**config.mk**
```make
export PLATFORM = sky130hd
export DESIGN_NAME = instruction_sender
export DESIGN_NICKNAME = d
export VERILOG_FILES = /design/src/rtl/instruction_sender.sv
export SDC_FILE = /design/constraint.sdc
export NUM_CORES = 1
export LEC_CHECK = 0
export CORE_ASPECT_RATIO = 1.2
export CORE_UTILIZATION = 36
export DETAILED_ROUTE_END_ITERATION = 6
export GPL_ROUTABILITY_DRIVEN = 0
export MAX_ROUTING_LAYER = met4
export PLACE_DENSITY = 0.6
export REMOVE_ABC_BUFFERS = 1
export SETUP_SLACK_MARGIN = 0.3
export SYNTH_ARGS = -nofsm -noshare
export SYNTH_HDL_FRONTEND = slang
export SYNTH_SLANG_ARGS = --single-unit
export TNS_END_PERCENT = 10
```
**constraint.sdc**
```tcl
create_clock -name i_clk -period 1.9 [get_ports i_clk]
set_input_delay 0.19 -clock i_clk [delete_from_list [all_inputs] [get_ports i_clk]]
set_output_delay 0.19 -clock i_clk [all_outputs]
set_load 0.01 [all_outputs]
```
**src/rtl/instruction_sender.sv**
```systemverilog
// Byte-serial instruction sender for the GPU command bus: strobe/ack handshake per byte, then a commit gap.
// Optional per-byte ack timeout is compiled in with `define INSTRUCTION_SENDER_TIMEOUT_EN.
module instruction_sender #(
    parameter int COMMIT_CYCLES  = 2,
    parameter int TIMEOUT_CYCLES = 255
) (
    input  logic        i_clk,
    input  logic        i_reset,
    input  logic        i_valid,
    output logic        o_ready,
    input  logic [31:0] i_instr,
    input  logic [2:0]  i_nbytes,
    output logic [7:0]  o_data,
    output logic        o_we,
    output logic        o_en,
    input  logic        i_ack,
    output logic        o_busy,
    output logic        o_done,
    output logic        o_error
);

    if (COMMIT_CYCLES < 1 || COMMIT_CYCLES > 15) begin : g_bad_commit_cycles
        $error("instruction_sender: COMMIT_CYCLES must be in 1..15");
    end
    if (TIMEOUT_CYCLES < 1) begin : g_bad_timeout_cycles
        $error("instruction_sender: TIMEOUT_CYCLES must be at least 1");
    end

    typedef enum logic [1:0] {
        IDLE,
        STROBE,
        RELEASE,
        COMMIT
    } state_t;

    localparam logic [3:0] COMMIT_LOAD = 4'(COMMIT_CYCLES - 1);

    state_t      state;
    logic [31:0] shift_reg;
    logic [2:0]  byte_cnt;
    logic [3:0]  commit_cnt;
    logic [2:0]  nbytes_clamped;

`ifdef INSTRUCTION_SENDER_TIMEOUT_EN
    localparam int TIMER_W = (TIMEOUT_CYCLES > 1) ? $clog2(TIMEOUT_CYCLES) : 1;
    localparam logic [TIMER_W-1:0] TIMER_LOAD = TIMER_W'(TIMEOUT_CYCLES - 1);

    logic [TIMER_W-1:0] timer;
    logic               error_q;

    assign o_error = error_q;
`else
    assign o_error = 1'b0;
`endif

    // Out-of-range byte counts (0, 5..7) fall back to a full 4-byte word.
    always_comb begin
        nbytes_clamped = 3'd4;
        if (i_nbytes >= 3'd1 && i_nbytes <= 3'd4) begin
            nbytes_clamped = i_nbytes;
        end
    end

    assign o_ready = (state == IDLE);
    assign o_busy  = (state != IDLE);

    always_ff @(posedge i_clk) begin
        if (i_reset) begin
            state      <= IDLE;
            shift_reg  <= '0;
            byte_cnt   <= '0;
            commit_cnt <= '0;
            o_data     <= '0;
            o_we       <= 1'b1;
            o_en       <= 1'b1;
            o_done     <= 1'b0;
`ifdef INSTRUCTION_SENDER_TIMEOUT_EN
            timer      <= '0;
            error_q    <= 1'b0;
`endif
        end else begin
            o_done <= 1'b0;
`ifdef INSTRUCTION_SENDER_TIMEOUT_EN
            error_q <= 1'b0;
`endif
            case (state)
                IDLE: begin
                    if (i_valid) begin
                        shift_reg <= i_instr;
                        byte_cnt  <= nbytes_clamped;
                        o_data    <= i_instr[7:0];
                        o_we      <= 1'b0;
                        o_en      <= 1'b0;
                        state     <= STROBE;
`ifdef INSTRUCTION_SENDER_TIMEOUT_EN
                        timer     <= TIMER_LOAD;
`endif
                    end
                end

                STROBE: begin
                    if (i_ack) begin
                        o_en  <= 1'b1;
                        state <= RELEASE;
                    end
`ifdef INSTRUCTION_SENDER_TIMEOUT_EN
                    // Give up on the whole instruction; nothing is committed.
                    else if (timer == '0) begin
                        shift_reg <= '0;
                        byte_cnt  <= '0;
                        o_data    <= '0;
                        o_we      <= 1'b1;
                        o_en      <= 1'b1;
                        error_q   <= 1'b1;
                        state     <= IDLE;
                    end else begin
                        timer <= timer - 1'b1;
                    end
`endif
                end

                RELEASE: begin
                    if (!i_ack) begin
                        shift_reg <= {8'd0, shift_reg[31:8]};
                        byte_cnt  <= byte_cnt - 3'd1;
                        if (byte_cnt == 3'd1) begin
                            o_data     <= '0;
                            o_we       <= 1'b1;
                            commit_cnt <= COMMIT_LOAD;
                            state      <= COMMIT;
                        end else begin
                            o_data <= shift_reg[15:8];
                            o_en   <= 1'b0;
                            state  <= STROBE;
`ifdef INSTRUCTION_SENDER_TIMEOUT_EN
                            timer  <= TIMER_LOAD;
`endif
                        end
                    end
                end

                COMMIT: begin
                    if (commit_cnt == 4'd0) begin
                        o_done <= 1'b1;
                        state  <= IDLE;
                    end else begin
                        commit_cnt <= commit_cnt - 4'd1;
                    end
                end

                default: begin
                    state <= IDLE;
                end
            endcase
        end
    end

endmodule

```
---- After elaboration in Yosys (flattened, before gate mapping) ----
Cells that the tools add are included.
word-level totals
  flip-flop bits (word level) ............. 52
  bits in latches ......................... 0
  memory bits (writable) .................. 0
  memory bits (read-only) ................. 0
  bits of input ports ..................... 39
  output and inout bits ................... 14
  word-level logic and storage cells ...... 67
  memories ................................ 0
operators by class
  $add $sub $neg .......................... 2
  multipliers ............................. 0
  div/mod/pow operators ................... 0
  $lt $le $gt $ge ......................... 2
  equal/unequal tests ..................... 11
  shift-type cells ........................ 0
  multiplexer cells ....................... 30
  bitwise gates (word level) .............. 1
  reduce and logical (&&, ||, !) cells .... 13
operators by type and width
  kind                   count
  $mux W32               2
  $pmux W32 S2           1
  $mux W8                3
  $pmux W8 S2            1
  $ne A2 B2 Y1 const B   7
  $mux W4                3
  $reduce_and A4 Y1      3
  $mux W2                5
  $mux W3                3
  $pmux W2 S4            1
  $pmux W4 S2            1
  $mux W1                7
  $pmux W3 S2            1
  $reduce_bool A2 Y1     3
  $reduce_and A5 Y1      1
  $eq A2 B2 Y1 const B   2
  $logic_not A4 Y1       1
  $sub A4 B1 Y4 const B  1
  $eq A3 B1 Y1 const B   1
  $ge A3 B1 Y1 const B   1
  $le A3 B3 Y1 const B   1
  $pmux W1 S3            1
  $reduce_and A3 Y1      1
  $reduce_bool A3 Y1     1
  7 further kinds        7

---- Logic depth before layout (Yosys ltp) ----
  word-level depth ........................ 5
  mapped depth ............................ 7
  depth with buffers taken out ............ 6

---- Worst setup path after synthesis ----
OpenSTA, ideal clock, no wires.
  path kind ............................... reg-to-reg
  from .................................... register state[0]
  to ...................................... register o_data[7]
  library setup time ...................... 0.130 ns
  data arrival time ....................... 1.222 ns
  data required time ...................... 1.770 ns
  setup slack ............................. 0.548 ns
  stages on the path, launching flop included .. 7
  path buffers ............................ 3
  period minus slack after synthesis ...... 1.352 ns
  cell sequence ........................... dfxtp_1 > buf_4 > nand2b_1 > buf_4 > buf_4 > a221oi_1 > nor3_1
on the way
  cells in the longest elaborated chain, start to end .. 3
  elaborated cells between the ends (all ways) .. 7
  those cells by class .................... eq/ne: 3; mux: 1; reduce/logical: 3
ends and longest elaborated chain
  what                                                          line  source
  start: declaration                                            38    state_t state;
  start signal: assignment                                      69    state <= IDLE;
  start signal: assignment                                      94    state <= STROBE;
  start signal: assignment                                      104   state <= RELEASE;
  $eq A2 B2 Y1 or $logic_not A2 Y1 (tied branches)              86    case (state)
  $ne A2 B2 Y1 (no line) or $reduce_bool A2 Y1 (tied branches)  n/a
  $reduce_and A3 Y1 (no line)                                   n/a
  end signal: assignment                                        91    o_data <= i_instr[7:0];
  end signal: assignment                                        132   o_data <= shift_reg[15:8];
  end: declaration                                              13    output logic [7:0] o_data,
Several ways; a longest one is shown, not always the timed one.
A chain may end at the register's enable or synchronous reset.

---- Worst setup path in the final report ----
  from .................................... register state[1]
  to ...................................... register byte_cnt[1]
on the way
  cells in the longest elaborated chain, start to end .. 3
  elaborated cells between the ends (all ways) .. 7
  those cells by class .................... eq/ne: 3; mux: 1; reduce/logical: 3
ends and longest elaborated chain
  what                                                          line  source
  $eq A2 B2 Y1 or $logic_not A2 Y1 (tied branches)              86
  $ne A2 B2 Y1 (no line) or $reduce_bool A2 Y1 (tied branches)  n/a
  $reduce_and A3 Y1 (no line)                                   n/a
  end signal: assignment                                        90    byte_cnt <= nbytes_clamped;
  end signal: assignment                                        125   byte_cnt <= byte_cnt - 3'd1;
  end: declaration                                              40    logic [2:0] byte_cnt;
Several ways; a longest one is shown, not always the timed one.

==> summary.txt <==
STA
  • Skew final: approximately 0.0092 ns
  • Part of the cycle the worst path needs: 0.779
  • Final setup fails: 0
  • Hold WS: about 0.27 ns
  • Period minus WS final: 1.48 ns
  • Fmax: approximately 680 MHz
  • Max-slew violations: 0
  • Final hold vios: 0
  • Setup TNS: 0 ns
  • RSZ-0062 raised after global routing: true

Clock tree
  • Clock Latency Late Sink: roughly 0.30 ns
  • Maximum root-to-sink buffer count: 2
  • Post-CTS setup buffers: 0
  • Clock transition at path regs: 0.09 ns
  • Clock buffer count from CTS: 5
  • H-tree levels: 2
  • Root Buffer: clkbuf_8
  • CTS tree: yes
  • Clock sink total: 44

Global route
  • Largest net degree at the start of global routing: 33
  • Congestion Overflow GR: 0
  • Routing usage on met1: 0.202
  • Met3 GRT Util: 0.0294
  • Met2 Usage GRT: 0.255
  • Initial antenna violation count: 0
  • Most Crowded Layer GR: met2
  • Vias in the first global route: 1573
  • Total global-route track usage: 0.160
  • First-pass GRT wire length: ~7.4 mm

Die
  • DIE AREA: between 6000 and 7000 sq um
  • Die Wd: between 70 and 80 um
  • Initial Utilization: 0.374
  • Rows: 30
  • # IOs: 53
  • CORE AREA: 5630 sq um
  • Chip height: ~86 um

Pwr
  • Max VDD drop: approximately 0.00037 V
  • Static leakage: 1.13 nW
  • Pwr/cell area: 766 nW/um^2

Critical path
  • Critical path capture point type: register
  • Crit-path cells: buf_4, nand2b_4, a21o_2, a311oi_1, a211oi_1
  • Buf+Inv Stages, Crit Path: 1
  • Crit-path slowest cell: a21o_2
  • Crit-path max cell delay: around 0.36 ns
  • Critical Path Start Type: register
  • Critical setup path kind: register to register
  • Crit path max-delay family: compound AO/OA/AOI/OAI gates
  • CP Launch Point: state[1]$_SDFFE_PP0P_
  • Worst EP arrival: 1.66 ns
  • Critical Path RT: about 2.1 ns
  • CP Max Fanout: 20
  • Stages on worst setup path: 5
  • Reg2Reg Setup Slack: between 0.4 and 0.5 ns
  • R2R cell count: 5
  • Reg-to-Reg Start: state[1]$_SDFFE_PP0P_
  • Worst setup path end: byte_cnt[1]$_SDFFE_PP0P_
  • Worst reg2reg path endpoint: byte_cnt[1]$_SDFFE_PP0P_

Yosys
  • Post-synth EDFFs: 0
  • Sequential area share after synthesis: 0.419
  • #FFs+latches synth: 44
  • Asr flop ratio synth: 0
  • Mapped Area: 2100 sq um
  • Synthesized instance count: about 220
  • Mean post-synth cell area: about 9.4 sq um
  • Warnings, synthesis: 0
  • Prevailing post-synth register cell: dfxtp_1
  • Post-synth cell types: 42

Detailed routing
  • Initial DRC count: around 120
  • Vias per inst: 5.07
  • DRC viols: 0
  • WL/cell: between 10 and 15 um
  • Final WL: 4.51 mm
  • DR pass1 iterations: 4
  • Antenna Nets Post-Route: 0
  • Vias: between 1500 and 2000

Finish
  • Most frequent cells in the layout: clkdlybuf4s50_1, nor2_1, dfxtp_1, mux2i_1, nor3_1
  • Antenna cells: 0
  • Design Area, Final: 2770 sq um
  • Share of cells above drive strength 1: 0.139
  • Nets@finish: roughly 310
  • Max reg flops: 24
  • Commonest non-fill, non-tap cell in the layout: clkdlybuf4s50_1
  • Area grow syn2layout: 31.6%

Placed design
  • DPL Wire Length: ~3.1 mm
  • I/O Buffers: between 50 and 60
  • DP Area: between 2000 and 3000 sq um

Outcome
  • Run status: finished clean

Min path
  • Hold WC Path Type: input pin to register

Job
  • Max Cap Violations: 0
[Yosys cell counts (all sizes together) (2+ instances only)]
library cell | instances | area share
inv | 9 | 0.016
a22oi | 9 | 0.032
a211oi | 19 | 0.092
nor2b | 2 | 0.0095
o21ai | 5 | 0.012
nor3 | 12 | 0.029
ha | 3 | 0.018
buf | 14 | 0.049
a221oi | 8 | 0.033
dfxtp | 44 | 0.42
nand2b | 3 | 0.016
mux2i | 18 | 0.086
a21oi | 6 | 0.020
nor3b | 3 | 0.013
nor2 | 44 | 0.080
or3 | 2 | 0.0065
nand2 | 5 | 0.0089
clkbuf | 4 | 0.012
[logic make-up after synthesis]
kind of cell             after synthesis  share of synthesized area
flip-flops                            44                      0.419
buffers and inverters                 28                     0.0833
adder cells (fa/ha/maj)                3                     0.0178
multiplexers                          18                     0.0857
AO/OA/AOI/OAI                         54                      0.214
other                                  1                    0.00178
AND/OR/NAND/NOR                       75                      0.174
XOR/XNOR                               1                    0.00416
[metal layers]
layer  vias up  share of wire
li1        888              -
met1       787           0.46
met2        31           0.50
met3         4          0.026
met4         0          0.014
met5         -              0
[worst register-to-register path, delay by kind of cell (launching register included)]
kind,cells,cell delay (ns)
DFF,1,0.32
AOI/OAI and AO/OA,3,0.73
and+or+nand+nor,1,0.16
buffers and inverters,1,0.15
[stage by stage]
stage               instances  setup WS, ns  total power [mW]  utilization
floorplan                 205        -0.333              1.29            -
global placement          329        0.0627              1.52        0.471
detailed placement        329        0.0210              1.52        0.471
CTS                       337         0.246              2.15        0.490
global route              337         0.245              2.24        0.492
finish                    337         0.420              2.12        0.492
[timing repair]
item / 4_1_cts / 5_1_grt
endpoints found under the setup margin: 21 / 4
resized for setup: 5 / 2
hold buffers: 0 / 0
pin swaps: 0 / 0
[how the worst min path moves through the flow]
stage                                          start  depth (start not counted)                          to
after floorplan                              i_reset                          1  shift_reg[10]$_SDFFE_PP0P_
after global placement             o_we$_SDFFE_PP1P_                          2           o_we$_SDFFE_PP1P_
after detailed placement  commit_cnt[0]$_SDFFE_PP0P_                          1  commit_cnt[0]$_SDFFE_PP0P_
after CTS                                    i_reset                          2    byte_cnt[0]$_SDFFE_PP0P_
after global routing                         i_reset                          2           o_done$_SDFF_PP0_
final                                        i_reset                          2    byte_cnt[0]$_SDFFE_PP0P_
[cell type report]
type / instances / area [sq um]
Inverter: 9 / 33.8
Clock buffer: 6 / 82.6
Sequential cell: 44 / 885
Multi-Input combinational cell: 152 / 1060
Tap cell: 64 / 80.1
Fill cell: 548 / 2860
Timing Repair Buffer: 60 / 612
Clock inverter: 2 / 15.0
[where the power goes]
group / switching [mW] / internal (mW) / total [mW]
clock network: 0.327 / 0.294 / 0.622
registers: 0.0469 / 0.999 / 1.05
logic: 0.209 / 0.244 / 0.453
total: 0.583 / 1.54 / 2.12
(Power assumes the default switching activity.)
==> patch 1: new RTL, same settings <==
Add a define of `INSTRUCTION_SENDER_TIMEOUT_EN`.
--- a/src/rtl/instruction_sender.sv
+++ b/src/rtl/instruction_sender.sv
@@ -1,5 +1,7 @@
 // Byte-serial instruction sender for the GPU command bus: strobe/ack handshake per byte, then a commit gap.
 // Optional per-byte ack timeout is compiled in with `define INSTRUCTION_SENDER_TIMEOUT_EN.
+`define INSTRUCTION_SENDER_TIMEOUT_EN
+
 module instruction_sender #(
     parameter int COMMIT_CYCLES  = 2,
     parameter int TIMEOUT_CYCLES = 255
Check against the original RTL: no difference found for any inputs over 10 cycles, from zero or initial values and one cycle with i_reset high; that may be too few to reach the edited logic, so the function may still have changed.
==> patch 1 against the original RTL <==
- the flow now finishes with violations (negative setup slack)
- cell area up 56%
- sequential power up 35%
- cell count up 58%
- via count up 66%
- combinational power rose to 3.9 times the old value
- sequential cell count up 9
- area after synthesis up 46%
- maximum frequency down 24%
- wire length up 77%
- worst setup slack worse by 0.47 ns
- total power up 81%
==> patch 1: results <==
export IMPL_status="finished with violations"
export IMPL_failed_checks="negative setup slack"
export IMPL_vias=2846
export IMPL_cp_slowest_cell="dfxtp_2"
export IMPL_skew_ns=0.01190
export IMPL_wl_met3_um=320
export IMPL_ys_flop_type="dfxtp_1"
export IMPL_grt_max_degree=41
export IMPL_dp_hpwl_um=5313
export IMPL_switching_share=0.3460
export IMPL_met2WireLength_um=3943
export IMPL_insertion_delay_ns=0.31
export IMPL_hold_viol_final=0
export IMPL_drt_iter0_drc=73
export IMPL_synth_area_leaders="dfxtp_1 35%, a21oi_1 8.7%, a311oi_2 5.9%, ha_1 4.5%, nand2b_1 3.7%"
export IMPL_via_per_inst=5.360
export IMPL_final_nets=466
export IMPL_arrival_ns=2.15
export IMPL_synthMuxAreaShare=0
export IMPL_track_usage=0.1895
export IMPL_cts_htree_levels=2
export IMPL_dpl_instance_area_um2=3866
export IMPL_crit_path_max_fanout=5
export IMPL_setup_viol_count_final=2
export IMPL_seq_area_frac_synth=0.3461
export IMPL_synthCells=335
export IMPL_layout_drive_gt1_share=0.2734
export IMPL_synthAdderAreaFrac=0.04490
export IMPL_wl_per_cell_um=15.03
export IMPL_antenna_found_initial=0
export IMPL_p_comb_w=0.00177
export IMPL_routed_top_layer="met4"
export IMPL_grt_first_pass_wirelength_um=13150
export IMPL_seqPwrFrac=0.370
export IMPL_cts_root_buffer="clkbuf_8"
export IMPL_p_leak_nw=1.602
export IMPL_pre_cts_ws_ns=-0.08298
export IMPL_placed_cells=507
export IMPL_ys_types=61
export IMPL_synth_compound_area_share=0.3024
export IMPL_portBuffers=52
export IMPL_postLayoutSetupSlackWorst_ns=-0.04982
export IMPL_wl_met1_um=3627
export IMPL_clk_pin_slew_ns=0.10
export IMPL_synth_commonest_cells="53 x a21oi_1, 53 x dfxtp_1, 21 x inv_1, 18 x nand2b_1, 16 x nand3_1"
export IMPL_largest_reg_flops=24
export IMPL_synth_async_sr_flop_share=0
export IMPL_yosys_area_share_xor_xnor=0
export IMPL_ir_drop_mv=0.3445
==> patch 1: logic make-up (layout without fill, tap and decap cells) <==
group / count (synthesis) / after routing
AOI/OAI and AO/OA: 125 / 125
DFF: 53 / 53
and+or+nand+nor: 96 / 96
adders and majority gates: 11 / 11
buffers and inverters: 50 / 132
==> patch 1: per-stage QoR <==
| stage | power (W) | setup TNS [ns] |
|---|---|---|
| finish | 0.003842 | -0.06326 |
| global route | 0.004090 | -1.007 |
| CTS | 0.003724 | -0.07474 |
| detailed placement | 0.002931 | -2.070 |
| global placement | 0.002902 | -0.1495 |
| floorplan | 0.002256 | -31.16 |
==> patch 1: worst paths after layout <==
| check | start | end | slack [ns] | cells after the start |
|---|---|---|---|---|
| worst min register to register | shift_reg[27] | shift_reg[27] | 0.49 | 2 |
| worst max-delay path | state[0] | timer[4] | -0.05 | 9 |
| worst max register to register | state[0] | timer[4] | -0.05 | 9 |
| worst min-delay path | i_reset | o_data[5] | 0.31 | 2 |
==> patch 1: layout make-up <==
class	instances	area, µm²
clock buffer	6	72.57
sequential	53	1066
multi-input combinational	232	1842
clock inverter	2	15.01
tap	114	142.6
fill	755	3871
inverter	21	83.83
timing repair buffer	103	1105
==> patch 1: what timing repair did <==
action | in CTS | in global routing
gates cloned | 2 | 2
buffers inserted | 8 | 4
resized for setup | 21 | 31
endpoints found under the setup margin | 53 | 53
hold buffers | 0 | 0
pin swaps | 24 | 29
==> patch 1: per-layer routing <==
layer	global-route usage	vias to the layer above
li1	-	1413
met1	0.2261	1362
met2	0.3346	62
met3	0.02882	9
met4	0.04615	0
met5	-	-
==> patch 1: critical path, delay by kind of cell, from the launching register on <==
kind,cells,cell delay [ns]
fa+ha+maj,1,0.16
buf+inv,4,0.46
simple gates,1,0.25
flops,1,0.36
compound gates,3,0.60
==> patch 2: new RTL, config.mk and constraints unchanged <==
Made on the original files. Re-encode `state_t` (4 states) as one-hot, 4 bits wide.
--- a/src/rtl/instruction_sender.sv
+++ b/src/rtl/instruction_sender.sv
@@ -26,11 +26,11 @@
         $error("instruction_sender: TIMEOUT_CYCLES must be at least 1");
     end
 
-    typedef enum logic [1:0] {
-        IDLE,
-        STROBE,
-        RELEASE,
-        COMMIT
+    typedef enum logic [3:0] {
+        IDLE    = 4'b0001,
+        STROBE  = 4'b0010,
+        RELEASE = 4'b0100,
+        COMMIT  = 4'b1000
     } state_t;
 
     localparam logic [3:0] COMMIT_LOAD = 4'(COMMIT_CYCLES - 1);
Function: no difference found for any inputs over 10 cycles, from zero or initial values and one cycle with i_reset high; not proved beyond that.
==> patch 2 against the original RTL <==
- cell area increased by 5.7%
- critical path depth decreased by 1
- area after synthesis rose by 0.36%
- die area up 0.35%
- sequential cell count increased by 2
- count of clock-buffer cells in the layout fell by 1
- worst setup slack lost 0.26 ns
- global-route usage rose by 0.87 points
- critical path type unchanged
- hold slack better by 0.10 ns
- wire length up 6.4%
Power is not compared: it rests on default switching activity, and its combinational part moved more than twofold at a synthesized area within 25%.
==> patch 2: results <==
export IMPL_clk_pin_slew_ns=0.09
export IMPL_synth_async_sr_flop_share=0
export IMPL_skew_ns=0.003967
export IMPL_reg2reg_slack_ns=0.16
export IMPL_crit_path_max_fanout=8
export IMPL_p_leak_nw=1.100
export IMPL_critical_path_top_delay_family="simple AND/OR/NAND/NOR gates"
export IMPL_pre_cts_ws_ns=0.03750
export IMPL_synthCells=266
export IMPL_status="complete, no violations"
export IMPL_seq_area_frac_synth=0.4363
export IMPL_whs_endpoint="state[3]"
export IMPL_n_fill_cell=567
export IMPL_cts_buffer_depth=2
export IMPL_ys_flop_type="dfxtp_1"
export IMPL_totalWireLength_um=4796
export IMPL_synth_commonest_cells="54 x nand2_1, 46 x dfxtp_1, 31 x nor2_1, 24 x a311oi_1, 19 x clkbuf_1"
export IMPL_drt_iter0_drc=84
export IMPL_layout_drive_gt1_share=0.1153
export IMPL_grt_first_pass_wirelength_um=8010
export IMPL_max_stage_delay_ns=0.49
export IMPL_arrival_ns=1.98
export IMPL_worstReg2RegStart="state[2]"
export IMPL_worstReg2RegEnd="commit_cnt[2]"
export IMPL_grt_pass1_vias=1783
export IMPL_cts_made_buffers=5
export IMPL_largest_reg_flops=24
export IMPL_stdcell_count=401
export IMPL_grt_max_degree=38
export IMPL_ir_drop_mv=0.4172
export IMPL_antenna_cells=0
export IMPL_cp_slowest_cell="or4b_4"
export IMPL_final_nets=362
export IMPL_hold_path_class="primary input to flop"
export IMPL_placed_cells=393
export IMPL_min_from="i_reset"
export IMPL_ys_types=35
export IMPL_antenna_found_initial=0
export IMPL_cts_setup_buffers=0
export IMPL_cts_htree_levels=2
export IMPL_vias=1997
export IMPL_layout_min_cycle_time_ns=1.740
export IMPL_dp_hpwl_um=3311
export IMPL_portBuffers=51
export IMPL_cts_root_buffer="clkbuf_8"
export IMPL_track_usage=0.1687
export IMPL_r2r_cells=4
export IMPL_synth_area_leaders="dfxtp_1 44%, a311oi_1 10%, nand2_1 9.6%, nor2_1 5.5%, nand3_1 4.3%"
## patch 2: worst max path at each step
stage | from | endpoint | cells after the start
2_1_floorplan | state[2] | byte_cnt[2] | 4
3_3_place_gp | i_ack | o_data[7] | 6
3_5_place_dp | i_ack | shift_reg[8] | 6
4_1_cts | state[1] | commit_cnt[2] | 4
5_1_grt | state[1] | commit_cnt[2] | 4
6_report | state[2] | commit_cnt[2] | 4
## patch 2: cells by family after synthesis
| kind of cell | Yosys count | synth area share |
|---|---|---|
| and+or+nand+nor | 124 | 0.2697 |
| AOI/OAI and AO/OA | 60 | 0.2116 |
| DFF | 46 | 0.4363 |
| buffers and inverters | 32 | 0.06283 |
| adders and majority gates | 3 | 0.01778 |
| other | 1 | 0.001777 |
## patch 2: power breakdown
part | internal [W] | total [W] | switching (W)
Combinational | 0.000514 | 0.000995 | 0.000481
Sequential | 0.00115 | 0.00125 | 0.0000935
Clock | 0.000394 | 0.000739 | 0.000345
## patch 2: what timing repair did
action | CTS | global route
pin swaps | 6 | 1
endpoints found under the hold margin | 0 | 0
resized for setup | 9 | 1
endpoints found under the setup margin | 33 | 45
cloned | 0 | 0
## patch 2: metal layers
layer | part of all wire | wire [µm] | track usage
met3 | 0.040 | 193 | 0.03643
met2 | 0.49 | 2346 | 0.2856
met1 | 0.46 | 2208 | 0.2023
met5 | 0 | 0 | -
met4 | 0.010 | 48 | 0.04456
## patch 2: cell type report
type / instances / area share
tap: 80 / 0.03423
timing repair buffer: 69 / 0.2285
inverter: 10 / 0.01284
multi-input combinational: 188 / 0.3701
clock inverter: 3 / 0.01498
sequential: 46 / 0.3158
clock buffer: 5 / 0.02353
## patch 2: per-stage QoR
step	total power, W	hold slack, ns	instance area [µm²]	util
floorplan	0.001773	0.2591	2016	-
CTS	0.003017	0.3725	2922	0.5155
finish	0.002979	0.3692	2924	0.5159
global placement	0.002256	0.4395	2791	0.4925
global route	0.003170	0.4170	2924	0.5159
detailed placement	0.002273	0.4446	2791	0.4925
